`src/rtl/prs_pkg.sv`:
```
// Shared encodings, state type and outcome rule for the rock-paper-scissors sequencer.
package prs_pkg;

   localparam logic [1:0] CH_ROCK     = 2'd0;
   localparam logic [1:0] CH_PAPER    = 2'd1;
   localparam logic [1:0] CH_SCISSORS = 2'd2;

   localparam logic [3:0] TXT_BLANK    = 4'd0;
   localparam logic [3:0] TXT_ROCK     = 4'd1;
   localparam logic [3:0] TXT_PAPER    = 4'd2;
   localparam logic [3:0] TXT_SCISSORS = 4'd3;
   localparam logic [3:0] TXT_WIN      = 4'd4;
   localparam logic [3:0] TXT_LOSE     = 4'd5;
   localparam logic [3:0] TXT_TIE      = 4'd6;
   localparam logic [3:0] TXT_PLAY     = 4'd7;
   localparam logic [3:0] TXT_OVER     = 4'd8;

   typedef enum logic [2:0] {
      ST_IDLE      = 3'd0,
      ST_CHOOSE    = 3'd1,
      ST_REVEAL    = 3'd2,
      ST_RESULT    = 3'd3,
      ST_GAME_OVER = 3'd4
   } prs_state_t;

   function automatic logic [1:0] prs_next_choice(input logic [1:0] ch);
      return (ch == CH_SCISSORS) ? CH_ROCK : ch + 2'd1;
   endfunction

   // Player wins exactly when it is one step ahead of the CPU in the mod-3 cycle.
   function automatic logic [3:0] prs_outcome(input logic [1:0] player, input logic [1:0] cpu);
      logic [3:0] code;
      if (player == cpu) begin
         code = TXT_TIE;
      end else if (player == prs_next_choice(cpu)) begin
         code = TXT_WIN;
      end else begin
         code = TXT_LOSE;
      end
      return code;
   endfunction

endpackage

```
`src/rtl/prs_event_sync.sv`:
```
// Two-flop synchronizer followed by a registered rising-edge pulse.
module prs_event_sync (
   input  logic clk,
   input  logic rst_n,
   input  logic din,
   output logic ev
);

   logic sync1_q, sync2_q, prev_q, ev_q;
   logic ev_d;

   always_comb begin
      ev_d = sync2_q & ~prev_q;
   end

   always_ff @(posedge clk or negedge rst_n) begin
      if (!rst_n) begin
         sync1_q <= 1'b0;
         sync2_q <= 1'b0;
         prev_q  <= 1'b0;
         ev_q    <= 1'b0;
      end else begin
         sync1_q <= din;
         sync2_q <= sync1_q;
         prev_q  <= sync2_q;
         ev_q    <= ev_d;
      end
   end

   assign ev = ev_q;

endmodule

```
`src/rtl/prs_controller.sv`:
```
// Round sequencer and scorekeeper for rock-paper-scissors; all outputs are registered.
module prs_controller
   import prs_pkg::*;
#(
   parameter int unsigned REVEAL_CYCLES = 50_000_000,
   parameter int unsigned RESULT_CYCLES = 50_000_000,
   parameter int unsigned WIN_TARGET    = 3
) (
   input  logic       CLK,
   input  logic       RESET,
   input  logic       click,
   input  logic       selection,
   output logic [3:0] text,
   output logic       enable,
   output logic [1:0] player_choice,
   output logic [1:0] cpu_choice,
   output logic [3:0] wins,
   output logic [3:0] losses,
   output logic       round_done,
   output logic       game_over
);

   localparam logic [31:0] REVEAL_LOAD = 32'(REVEAL_CYCLES - 1);
   localparam logic [31:0] RESULT_LOAD = 32'(RESULT_CYCLES - 1);
   localparam logic [3:0]  TARGET      = 4'(WIN_TARGET);

   logic clk_ev, sel_ev;

   prs_event_sync u_click_sync (
      .clk   (CLK),
      .rst_n (RESET),
      .din   (click),
      .ev    (clk_ev)
   );

   prs_event_sync u_sel_sync (
      .clk   (CLK),
      .rst_n (RESET),
      .din   (selection),
      .ev    (sel_ev)
   );

   prs_state_t  state_q, state_d;
   logic [3:0]  text_q, text_d;
   logic        enable_q, enable_d;
   logic [1:0]  player_q, player_d;
   logic [1:0]  cpu_q, cpu_d;
   logic [1:0]  cpu_ctr_q, cpu_ctr_d;
   logic [3:0]  wins_q, wins_d;
   logic [3:0]  losses_q, losses_d;
   logic [3:0]  outcome_q, outcome_d;
   logic [31:0] timer_q, timer_d;
   logic        round_done_q, round_done_d;
   logic        game_over_q, game_over_d;

   always_comb begin
      state_d      = state_q;
      player_d     = player_q;
      cpu_d        = cpu_q;
      wins_d       = wins_q;
      losses_d     = losses_q;
      outcome_d    = outcome_q;
      timer_d      = timer_q;
      round_done_d = 1'b0;
      cpu_ctr_d    = prs_next_choice(cpu_ctr_q);

      case (state_q)
         ST_IDLE: begin
            if (clk_ev) begin
               state_d  = ST_CHOOSE;
               player_d = CH_ROCK;
            end
         end
         ST_CHOOSE: begin
            // A click in the same cycle as a scroll takes priority; the scroll is dropped.
            if (clk_ev) begin
               cpu_d   = cpu_ctr_q;
               timer_d = REVEAL_LOAD;
               state_d = ST_REVEAL;
            end else if (sel_ev) begin
               player_d = prs_next_choice(player_q);
            end
         end
         ST_REVEAL: begin
            if (timer_q == 32'd0) begin
               state_d      = ST_RESULT;
               timer_d      = RESULT_LOAD;
               outcome_d    = prs_outcome(player_q, cpu_q);
               round_done_d = 1'b1;
               if (outcome_d == TXT_WIN) begin
                  wins_d = wins_q + 4'd1;
               end else if (outcome_d == TXT_LOSE) begin
                  losses_d = losses_q + 4'd1;
               end
            end else begin
               timer_d = timer_q - 32'd1;
            end
         end
         ST_RESULT: begin
            if (timer_q == 32'd0) begin
               if (wins_q == TARGET || losses_q == TARGET) begin
                  state_d = ST_GAME_OVER;
               end else begin
                  state_d = ST_CHOOSE;
               end
            end else begin
               timer_d = timer_q - 32'd1;
            end
         end
         ST_GAME_OVER: begin
            if (clk_ev) begin
               wins_d   = 4'd0;
               losses_d = 4'd0;
               state_d  = ST_IDLE;
            end
         end
         default: begin
            state_d = ST_IDLE;
         end
      endcase

      // Display follows the upcoming state so text changes on the same edge as the state.
      text_d = TXT_BLANK;
      case (state_d)
         ST_IDLE:      text_d = TXT_PLAY;
         ST_CHOOSE:    text_d = {2'b00, player_d} + 4'd1;
         ST_REVEAL:    text_d = {2'b00, cpu_d} + 4'd1;
         ST_RESULT:    text_d = outcome_d;
         ST_GAME_OVER: text_d = TXT_OVER;
         default:      text_d = TXT_BLANK;
      endcase
      enable_d    = 1'b1;
      game_over_d = (state_d == ST_GAME_OVER);
   end

   always_ff @(posedge CLK or negedge RESET) begin
      if (!RESET) begin
         state_q      <= ST_IDLE;
         text_q       <= TXT_BLANK;
         enable_q     <= 1'b0;
         player_q     <= CH_ROCK;
         cpu_q        <= CH_ROCK;
         cpu_ctr_q    <= 2'd0;
         wins_q       <= 4'd0;
         losses_q     <= 4'd0;
         outcome_q    <= TXT_BLANK;
         timer_q      <= 32'd0;
         round_done_q <= 1'b0;
         game_over_q  <= 1'b0;
      end else begin
         state_q      <= state_d;
         text_q       <= text_d;
         enable_q     <= enable_d;
         player_q     <= player_d;
         cpu_q        <= cpu_d;
         cpu_ctr_q    <= cpu_ctr_d;
         wins_q       <= wins_d;
         losses_q     <= losses_d;
         outcome_q    <= outcome_d;
         timer_q      <= timer_d;
         round_done_q <= round_done_d;
         game_over_q  <= game_over_d;
      end
   end

   assign text          = text_q;
   assign enable        = enable_q;
   assign player_choice = player_q;
   assign cpu_choice    = cpu_q;
   assign wins          = wins_q;
   assign losses        = losses_q;
   assign round_done    = round_done_q;
   assign game_over     = game_over_q;

endmodule

```
`config.mk`:
```
export PLATFORM = sky130hd
export DESIGN_NAME = prs_controller
export DESIGN_NICKNAME = d
export VERILOG_FILES = /design/src/rtl/prs_pkg.sv /design/src/rtl/prs_event_sync.sv /design/src/rtl/prs_controller.sv
export SDC_FILE = /design/constraint.sdc
export NUM_CORES = 1
export LEC_CHECK = 0
export CAP_MARGIN = 20
export CORE_MARGIN = 8
export CORE_UTILIZATION = 30
export CTS_CLUSTER_SIZE = 10
export DETAILED_ROUTE_END_ITERATION = 7
export PLACE_DENSITY = 0.57
export SKIP_LAST_GASP = 1
export SLEW_MARGIN = 20
export SYNTH_ARGS = -nofsm -noshare
export SYNTH_HDL_FRONTEND = slang
export SYNTH_SLANG_ARGS = --single-unit
```
`constraint.sdc`:
```
create_clock -name CLK -period 4.5 [get_ports CLK]
set_input_delay 0.675 -clock CLK [delete_from_list [all_inputs] [get_ports CLK]]
set_output_delay 0.675 -clock CLK [all_outputs]
set_load 0.01 [all_outputs]
```
; Word-level counts from Yosys, hierarchy flattened
; Index checks and enable logic that the tools add are counted.
[classes]
n_mux = 37
n_addsub = 8
reduce_logical = 9
eq_ne = 24
n_bitwise = 4
[ops]
columns = cell, n
row1 = 32-bit two-way mux, 3
row2 = 32-bit one-hot mux with 3 select lines, 1
row3 = 4-bit two-way mux, 10
row4 = 32-bit zero test, 1
row5 = "32-bit by 1-bit subtractor with 32-bit output, second input constant", 1
row6 = 4-bit one-hot mux with 5 select lines, 1
row7 = 2-bit two-way mux, 9
row8 = 3-bit two-way mux, 6
row9 = 4-bit one-hot mux with 2 select lines, 2
row10 = 3-bit one-hot mux with 5 select lines, 1
row11 = "3-bit by 2-bit == test with 1-bit output, second input constant", 4
row12 = "2-bit inequality test, second input constant", 5
row13 = "4-bit by 1-bit adder with 4-bit output, second input constant", 2
row14 = "4-bit by 2-bit == test with 1-bit output, second input constant", 2
row15 = "4-bit by 3-bit == test with 1-bit output, second input constant", 2
row16 = "2-bit by 1-bit adder with 2-bit output, second input constant", 3
row17 = "2-bit by 1-bit adder with 3-bit output, second input constant", 2
row18 = "2-bit == test, second input constant", 3
row19 = "3-bit by 1-bit == test with 1-bit output, second input constant", 2
row20 = "3-bit == test, second input constant", 2
row21 = 3-bit zero test, 2
row22 = 5-bit AND reduction, 1
row23 = 2-bit == test, 2
row24 = "2-bit by 1-bit inequality test with 1-bit output, second input constant", 2
row25 = 9 further kinds, 13
[word_totals]
regBits = 68

; Logic depth before layout (Yosys ltp)
; Gate-level depths: netlist of run 1.
[depth]
depth_word = 12
depth_mapped = 11
depth_no_buf = 11

; Hierarchy
; Synthesis of run 1 repeated with hierarchy kept, for this count alone.
[hier_totals]
cells_unflattened = 333
area_unflattened_um2 = 3540.9
[by_module_without_submodules]
columns = mod, area_each_um2, cells_each, n_inst
row1 = prs_controller, 3313.2, 323, 1
row2 = prs_event_sync, 113.9, 5, 2

; Least setup slack after synthesis of run 1
; OpenSTA, ideal clock, no wires.
[synth_timing]
path_kind = register -> register
from = register timer_q[24]
to = register text_q[1], in the netlist text[1]
setup_time_ns = 0.123
required_ns = 4.377
slack_ns = 1.136
path_stages_with_launch = 10
t_arrival_ns = 3.241
period_less_slack_ns = 3.364
cell_sequence = dfrtp_1 or4_4 or3_4 or2_1 o31a_1 a211oi_4 nand2b_1 mux2_2 ha_1 o221a_1
[synth_between]
elab_chain_len = 5
elab_cells_between_ends = 12
[synth_rtl]
columns = item, line_no
row1 = start: declaration, prs_controller.sv:52  ; logic [31:0] timer_q, timer_d;
row2 = start signal: assignment, prs_controller.sv:160  ; timer_q <= timer_d;
row3 = 32-bit zero test (*), "prs_controller.sv:85, prs_controller.sv:100"
row4 = "3-bit two-way mux, on equally long branches", "prs_controller.sv:100, prs_controller.sv:85"
row5 = 3-bit one-hot mux with 5 select lines (*), prs_controller.sv:67  ; case (state_q)
row6 = via state_d[0], prs_controller.sv:43  ; prs_state_t state_q, state_d;
row7 = "3-bit == test, or another cell as far along", prs_controller.sv:124  ; case (state_d)
row8 = 4-bit one-hot mux with 5 select lines (*), prs_controller.sv:124
row9 = via text_d[1], prs_controller.sv:44  ; logic [3:0] text_q, text_d;
row10 = end signal: assignment, prs_controller.sv:152  ; text_q <= text_d;
row11 = end: declaration, prs_controller.sv:44
; Mark *: on every way through the listed nets, which the timed path passes. The rest lies on a longest branch.
; A chain may end at the register's enable or synchronous reset.

; Worst setup path in the final report of run 1
[layout_timing]
from = register timer_q[4]
to = register text_q[1], in the netlist text[1]
; The elaborated chain is that of the path after synthesis.

==> results of run 1 <==
## synth_stat cells (5+ instances only)
cell type / count
a21oi_1: 13
ha_1: 5
nand2_1: 39
xnor2_1: 12
nor4_1: 6
nor2_1: 27
xor2_1: 12
clkbuf_1: 5
inv_1: 11
dfrtp_1: 68
nand3_1: 12
o21ai_0: 26
nor2b_1: 5
or3_1: 7
and2_1: 6
nor3_1: 16
## per-stage QoR
step	instances	area [um^2]
3_3_place_gp	495	3691
2_1_floorplan	337	3309
4_1_cts	511	3916
6_report	511	3916
3_5_place_dp	495	3691
5_1_grt	511	3916
## state kept, by name, summed over array words and instances (netlist names), 2 cells and up
| name | count |
|---|---|
| timer_q | 32 |
| losses | 4 |
| outcome_q | 4 |
| text | 4 |
| wins | 4 |
| state_q | 3 |
| cpu_choice | 2 |
| cpu_ctr_q | 2 |
| player_choice | 2 |
## critical path: stages, from the launching register on
cell and delay, ns:
dfrtp_1 0.41, nor4_1 0.59, nand4_1 0.33, or2_1 0.32, o31a_1 0.34, a211oi_4 0.36
nand2b_1 0.18, mux2_2 0.34, ha_1 0.29, o221a_1 0.26
## power groups by stage
stage          Combinational [mW]  Sequential [mW]  Clock (mW)
3_5_place_dp                0.424            0.868           0
2_1_floorplan               0.305            0.837           0
6_report                    0.418            0.859       0.561
5_1_grt                     0.476            0.878       0.608
4_1_cts                     0.426            0.858       0.582
3_3_place_gp                0.413            0.862           0
## final cells by class
type                            count  share of cell area
Clock buffer                       10             0.03514
Sequential cell                    68              0.4345
Clock inverter                      6             0.02236
Multi-Input combinational cell    251              0.3930
Tap cell                          140             0.04473
Inverter                           12             0.01150
Timing Repair Buffer               24             0.05879
## per-layer routing
layer / track usage / share of wire / vias to the layer above
met5: 0 / 0 / -
met4: 0.03513 / 0.018 / 0
met3: 0.03583 / 0.031 / 8
met2: 0.1592 / 0.46 / 34
met1: 0.1362 / 0.49 / 1220
li1: - / - / 1243
## path summary, 6_finish.rpt
kind                                         start                   to  slack (ns)  cells past startpoint
worst max-delay path                    timer_q[4]              text[1]        0.98                      9
worst min-delay path            u_sel_sync.sync1_q   u_sel_sync.sync2_q        0.35                      0
worst max register to register          timer_q[4]              text[1]        0.98                      9
worst min register to register  u_sel_sync.sync1_q   u_sel_sync.sync2_q        0.35                      0
max in group asynchronous                    RESET              wins[2]        3.12                      2
min in group asynchronous                    RESET  u_click_sync.prev_q        0.43                      1
## cells by family (layout without fill, tap and decap cells)
logic type	after synthesis	in the layout	synth area share
multiplexers	5	5	0.01663
adder cells (fa/ha/maj)	5	5	0.01890
buffers and inverters	18	52	0.02079
AO/OA/AOI/OAI	70	70	0.1357
AND/OR/NAND/NOR	146	146	0.2291
XOR/XNOR	24	24	0.06352
other	1	1	0.001133
flip-flops	68	68	0.5142
==> results.md, run 1 <==
- Min cycle time layout: around 3.5 ns
- Final setup TNS: 0 ns
- Total Wirelength: approximately 7000 um
- Tcrit/Tclk final: 0.7822
- Pre-CTS setup slack: 0.9755 ns
- Filler cells: between 1000 and 1500
- Layout cells sized above 1: 0.08895
- DRC violations left: 0
- Post-synthesis cell type count: between 50 and 60
- Rel. slew slack: 0.3206
- Hold WS: roughly 0.35 ns
- # clock sinks: 68
- Synth area leaders: dfrtp_1 51%, nand2_1 4.4%, o21ai_0 3.9%, xnor2_1 3.2%, xor2_1 3.2%
- Mapped cell area: 3309 um^2
- Global-route wire length before repair: approximately 12000 um
- Post-CTS Hold Fix Bufs: 0
- Pwr/cell area: 469.4 nW/um^2
- #FFs+latches synth: 68
- Arr. time, crit path: 3.75 ns
- Int Power: 1.255 mW
- Fin util: 0.3629
- CTS HTree Levels: 3
- CP Max Fanout: 6
- Vias in the first global route: about 2500
- Crit start category: flop
- Final setup viols: 0
- Commonest non-fill, non-tap cell in the layout: dfrtp_1
- Starting density of the core: 0.3066
- TritonCTS buffer count: 9
- I/O Buffers: 22
- NetSw: a little under 0.6 mW
- CTS tree: built
- Multi-input gate area: between 1500 and 2000 um^2
- Highest clock rate: 284.1 MHz
- Fin. max-slew vios: 0
- Max-Cap Viols: 0
- Post-synth EDFFs: 0
- Antenna Nets Post-Route: 0
- Sequential share of power: 0.467
- Final Hold Viols: 0
- Mean routed wirelength per cell: 13.94 um
- Starting DRT DRC Count: approximately 100
- IO Count: 23
- Core outline area: around 11000 um^2
- Worst-Skew Late Latency: between 0.3 and 0.4 ns
- Via count: 2505
- Die area: approximately 15000 um^2
- WP data required: 4.73 ns
- Switch share: 0.3171
- Total gr overflow: 0
- Via-per-instance ratio: approximately 4.9
- Pre-Repair DR Iteration Count: 4
- Min-Delay Path Class: reg -> reg
- Main synth FF type: dfrtp_1
- Worst-margin pin slew: 1.019 ns
- Cells after synthesis: 337
- Seq/Total Area, Yosys: 0.5142
- Final setup margin: 0.9801 ns
- Clock network fraction of design power: 0.305
- Syn_nets: 346
- # resized after CTS: 0
- Reg area: around 1700 um^2
- Most frequent cells in the layout: 68 x dfrtp_1, 39 x nand2_1, 27 x nor2_1, 26 x o21ai_0, 21 x clkdlybuf4s50_1
- Worst setup EP type: flop
- Critical setup path kind: reg -> reg
- RePlAce Congestion: 0.7483
- Area leader, netlist: dfrtp_1
- Comb pwr share: 0.227
- Largest net degree at the start of global routing: 40
- Clock Root Buffer: clkbuf_8
- Clock-pin slew on the worst setup and hold paths: approximately 0.070 ns
- P&R area growth vs syn: 18.34%
- Die Height: 121.0 um
- Initial antenna violation count: 0
- Final net count: 375
- Ys async rst share: 1.000
- Post-synth top area share: 0.5142
- Total power: 1.838 mW
- Number of inserted diodes: 0
- Leakage: about 1.7 nW
- Clock skew: 0.01110 ns
- Mean Syn Cell Area: 9.820 um^2
- # rows: 38
- Die Width: 121.0 um
- Hpwl dp: 5046 um
- Total GRT Usage: 0.1048
- Post-CTS setup buffer count: 0
- Status: finished, final reports clean
- Worst IR Drop VDD: roughly 0.00018 V
- Maximum clock path buffer count: 2
- Synth warn: 0
- RSZ-0062 raised after global routing: no
No activity file was read; power rests on OpenSTA's default activity.
==> run 2: changes to the inputs <==
==> constraint.sdc (replaced) <==
create_clock -name CLK -period 3.7 [get_ports CLK]
set_input_delay 0.555 -clock CLK [delete_from_list [all_inputs] [get_ports CLK]]
set_output_delay 0.555 -clock CLK [all_outputs]
set_load 0.01 [all_outputs]
==> run 2 against run 1 <==
Compared with the run above: via count is 0.84% lower; clock power is 18% higher; cell count is 0.98% higher; highest routed layer unchanged; die area stayed put.
==> results.md, run 2 (same netlist as run 1, synthesis figures left out) <==
- Via-per-instance ratio: 4.814 (was 4.902)
- Number of inserted diodes: 0 (unchanged)
- Final setup TNS: 0 ns (unchanged)
- Worst IR Drop VDD: 0.0001770 V (was 0.0001841 V)
- Starting DRT DRC Count: 81 (was 104)
- # rows: 38 (unchanged)
- TritonCTS buffer count: 9 (unchanged)
- IO Count: 23 (unchanged)
- Final Hold Viols: 0 (unchanged)
- Via count: 2484 (was 2505)
- Total gr overflow: 0 (unchanged)
- Most frequent cells in the layout: 68 x dfrtp_1, 39 x nand2_1, 27 x nor2_1, 26 x o21ai_0, 21 x clkdlybuf4s50_1 (unchanged)
- Layout cells sized above 1: 0.1011 (was 0.08895)
- Largest net degree at the start of global routing: 45 (was 40)
- Post-CTS setup buffer count: 0 (unchanged)
- Total Wirelength: 7141 um (was 7124 um)
- Crit start category: flop (unchanged)
- # resized after CTS: 0 (unchanged)
- P&R area growth vs syn: 19.32% (was 18.34%)
- Die area: 14650 um^2 (unchanged)
- RePlAce Congestion: 0.7615 (was 0.7483)
- Final setup viols: 0 (unchanged)
- WP data required: 3.94 ns (was 4.73 ns)
- Worst setup EP type: flop (unchanged)
- Pwr/cell area: 562.9 nW/um^2 (was 469.4 nW/um^2)
- Final net count: 380 (was 375)
- Max-Cap Viols: 0 (unchanged)
- Worst r2r path cells: 9 (unchanged)
- Pre-Repair DR Iteration Count: 4 (unchanged)
- Largest Register: timer_q (unchanged)
- Min-Delay Path Class: in -> async (was reg -> reg)
- Maximum clock path buffer count: 2 (unchanged)
- Leakage: 1.681 nW (was 1.650 nW)
- Post-CTS Hold Fix Bufs: 0 (unchanged)
- Placed insts: 500 (was 495)
- DRC violations left: 0 (unchanged)
- CTS tree: built (unchanged)
- Rel. slew slack: 0.4656 (was 0.3206)
- Max reg flops: 32 (unchanged)
- Core outline area: 10790 um^2 (unchanged)
- Clock Root Buffer: clkbuf_8 (unchanged)
- CP Max Fanout: 5 (was 6)
- Status: finished, final reports clean (unchanged)
- Worst-margin pin slew: 0.7968 ns (was 1.019 ns)
- Mean routed wirelength per cell: 13.84 um (was 13.94 um)
- Highest clock rate: 294.4 MHz (was 284.1 MHz)
- Total GRT Usage: 0.1042 (was 0.1048)
- I/O Buffers: 22 (unchanged)
- Clock skew: 0.01252 ns (was 0.01110 ns)
- Hpwl dp: 5116 um (was 5046 um)
- Starting density of the core: 0.3066 (unchanged)
- Global-route wire length before repair: 12320 um (was 12230 um)
- Min cycle time layout: 3.396 ns (was 3.520 ns)
- CTS HTree Levels: 3 (unchanged)
- Worst-Skew Late Latency: 0.35 ns (about the same)
- Antenna Nets Post-Route: 0 (unchanged)
- Die Height: 121.0 um (unchanged)
- RSZ-0062 raised after global routing: no (unchanged)
- Fin. max-slew vios: 0 (unchanged)
- Fin util: 0.3659 (was 0.3629)
- Final cell count without fillers: 516 (was 511)
- Vias in the first global route: 2492 (was 2482)
- Filler cells: 1089 (was 1100)
- Critical setup path kind: reg -> reg (unchanged)
- # clock sinks: 68 (unchanged)
- Arr. time, crit path: 3.64 ns (was 3.75 ns)
- Die Width: 121.0 um (unchanged)
- Initial antenna violation count: 0 (unchanged)
- Tcrit/Tclk final: 0.9179 (was 0.7822)
- Clock-pin slew on the worst setup and hold paths: 0.08 ns (was 0.07 ns)
- Commonest non-fill, non-tap cell in the layout: dfrtp_1 (unchanged)
-- run 2: cell types whose count changed in the layout (fill, tap and decap cells not counted), sizes merged --
cell and delta:
buf +5, clkbuf +2, inv +1, clkinvlp -2
bufinv -1
-- run 2: area by class of cell --
class	count	area (um^2)	share of cell area
flip-flops and latches	68	1702	0.4309
multi-input cells	251	1539	0.3897
repair buffers	29	267.8	0.06781
well taps	140	175.2	0.04436
clock buffers	12	165.2	0.04182
clock inverters	4	55.05	0.01394
inverters	12	45.04	0.01141
-- run 2: where the power goes --
part / switching [mW] / internal, mW / leakage, nW
Clock: 0.294 / 0.370 / 0.109
Combinational: 0.262 / 0.255 / 0.729
Sequential: 0.157 / 0.884 / 0.843
Total: 0.713 / 1.51 / 1.68
-- run 2: through the flow --
step	instance area [um^2]	power (mW)	worst slack, ns	hold WS [ns]
6_report	3949	2.223	0.3036	0.2022
5_1_grt	3949	2.380	0.2072	0.2238
4_1_cts	3949	2.255	0.3053	0.2101
3_5_place_dp	3729	1.576	0.3121	0.3347
3_3_place_gp	3729	1.559	0.3523	0.3326
2_1_floorplan	3309	1.389	0.3363	0.2594
-- run 2: worst paths after layout --
check	start	endpoint	slack [ns]
min	RESET	text[0]	0.20
max in group asynchronous	RESET	timer_q[19]	2.53
max reg2reg	timer_q[24]	text[1]	0.30
min reg2reg	u_click_sync.sync1_q	u_click_sync.sync2_q	0.35
max	timer_q[24]	text[1]	0.30
min in group CLK	u_click_sync.sync1_q	u_click_sync.sync2_q	0.35
-- run 2: critical path, stage by stage, from the launching register on --
cell	delay [ns]
dfrtp_1	0.43
or4_4	0.58
or3_4	0.38
or2_1	0.26
o31a_1	0.33
a211oi_4	0.26
nand2b_1	0.17
mux2_2	0.34
ha_1	0.29
o221a_1	0.25
-- run 2: metal layers --
| layer | wire length [um] | GRT usage | vias to the layer above |
|---|---|---|---|
| li1 | - | - | 1252 |
| met1 | 3554 | 0.1382 | 1194 |
| met2 | 3209 | 0.1547 | 30 |
| met3 | 270 | 0.02792 | 8 |
| met4 | 106 | 0.04762 | 0 |
| met5 | 0 | 0 | - |
==> run 3: changes to the inputs <==
--- a/config.mk
+++ b/config.mk
@@ -5,7 +5,6 @@
 export SDC_FILE = /design/constraint.sdc
 export NUM_CORES = 1
 export LEC_CHECK = 0
-export CAP_MARGIN = 20
 export CORE_MARGIN = 8
 export CORE_UTILIZATION = 30
 export CTS_CLUSTER_SIZE = 10
==> constraint.sdc (replaced) <==
create_clock -name CLK -period 3.7 [get_ports CLK]
set_input_delay 0.555 -clock CLK [delete_from_list [all_inputs] [get_ports CLK]]
set_output_delay 0.555 -clock CLK [all_outputs]
set_load 0.1 [all_outputs]
==> results of run 3 <==
The final DEF is identical to that of run 2. Status: finished, final reports clean.
Main changes from that run: total power 2.223 mW -> 2.378 mW; worst IR drop on VDD 0.0001770 V -> 0.0002228 V
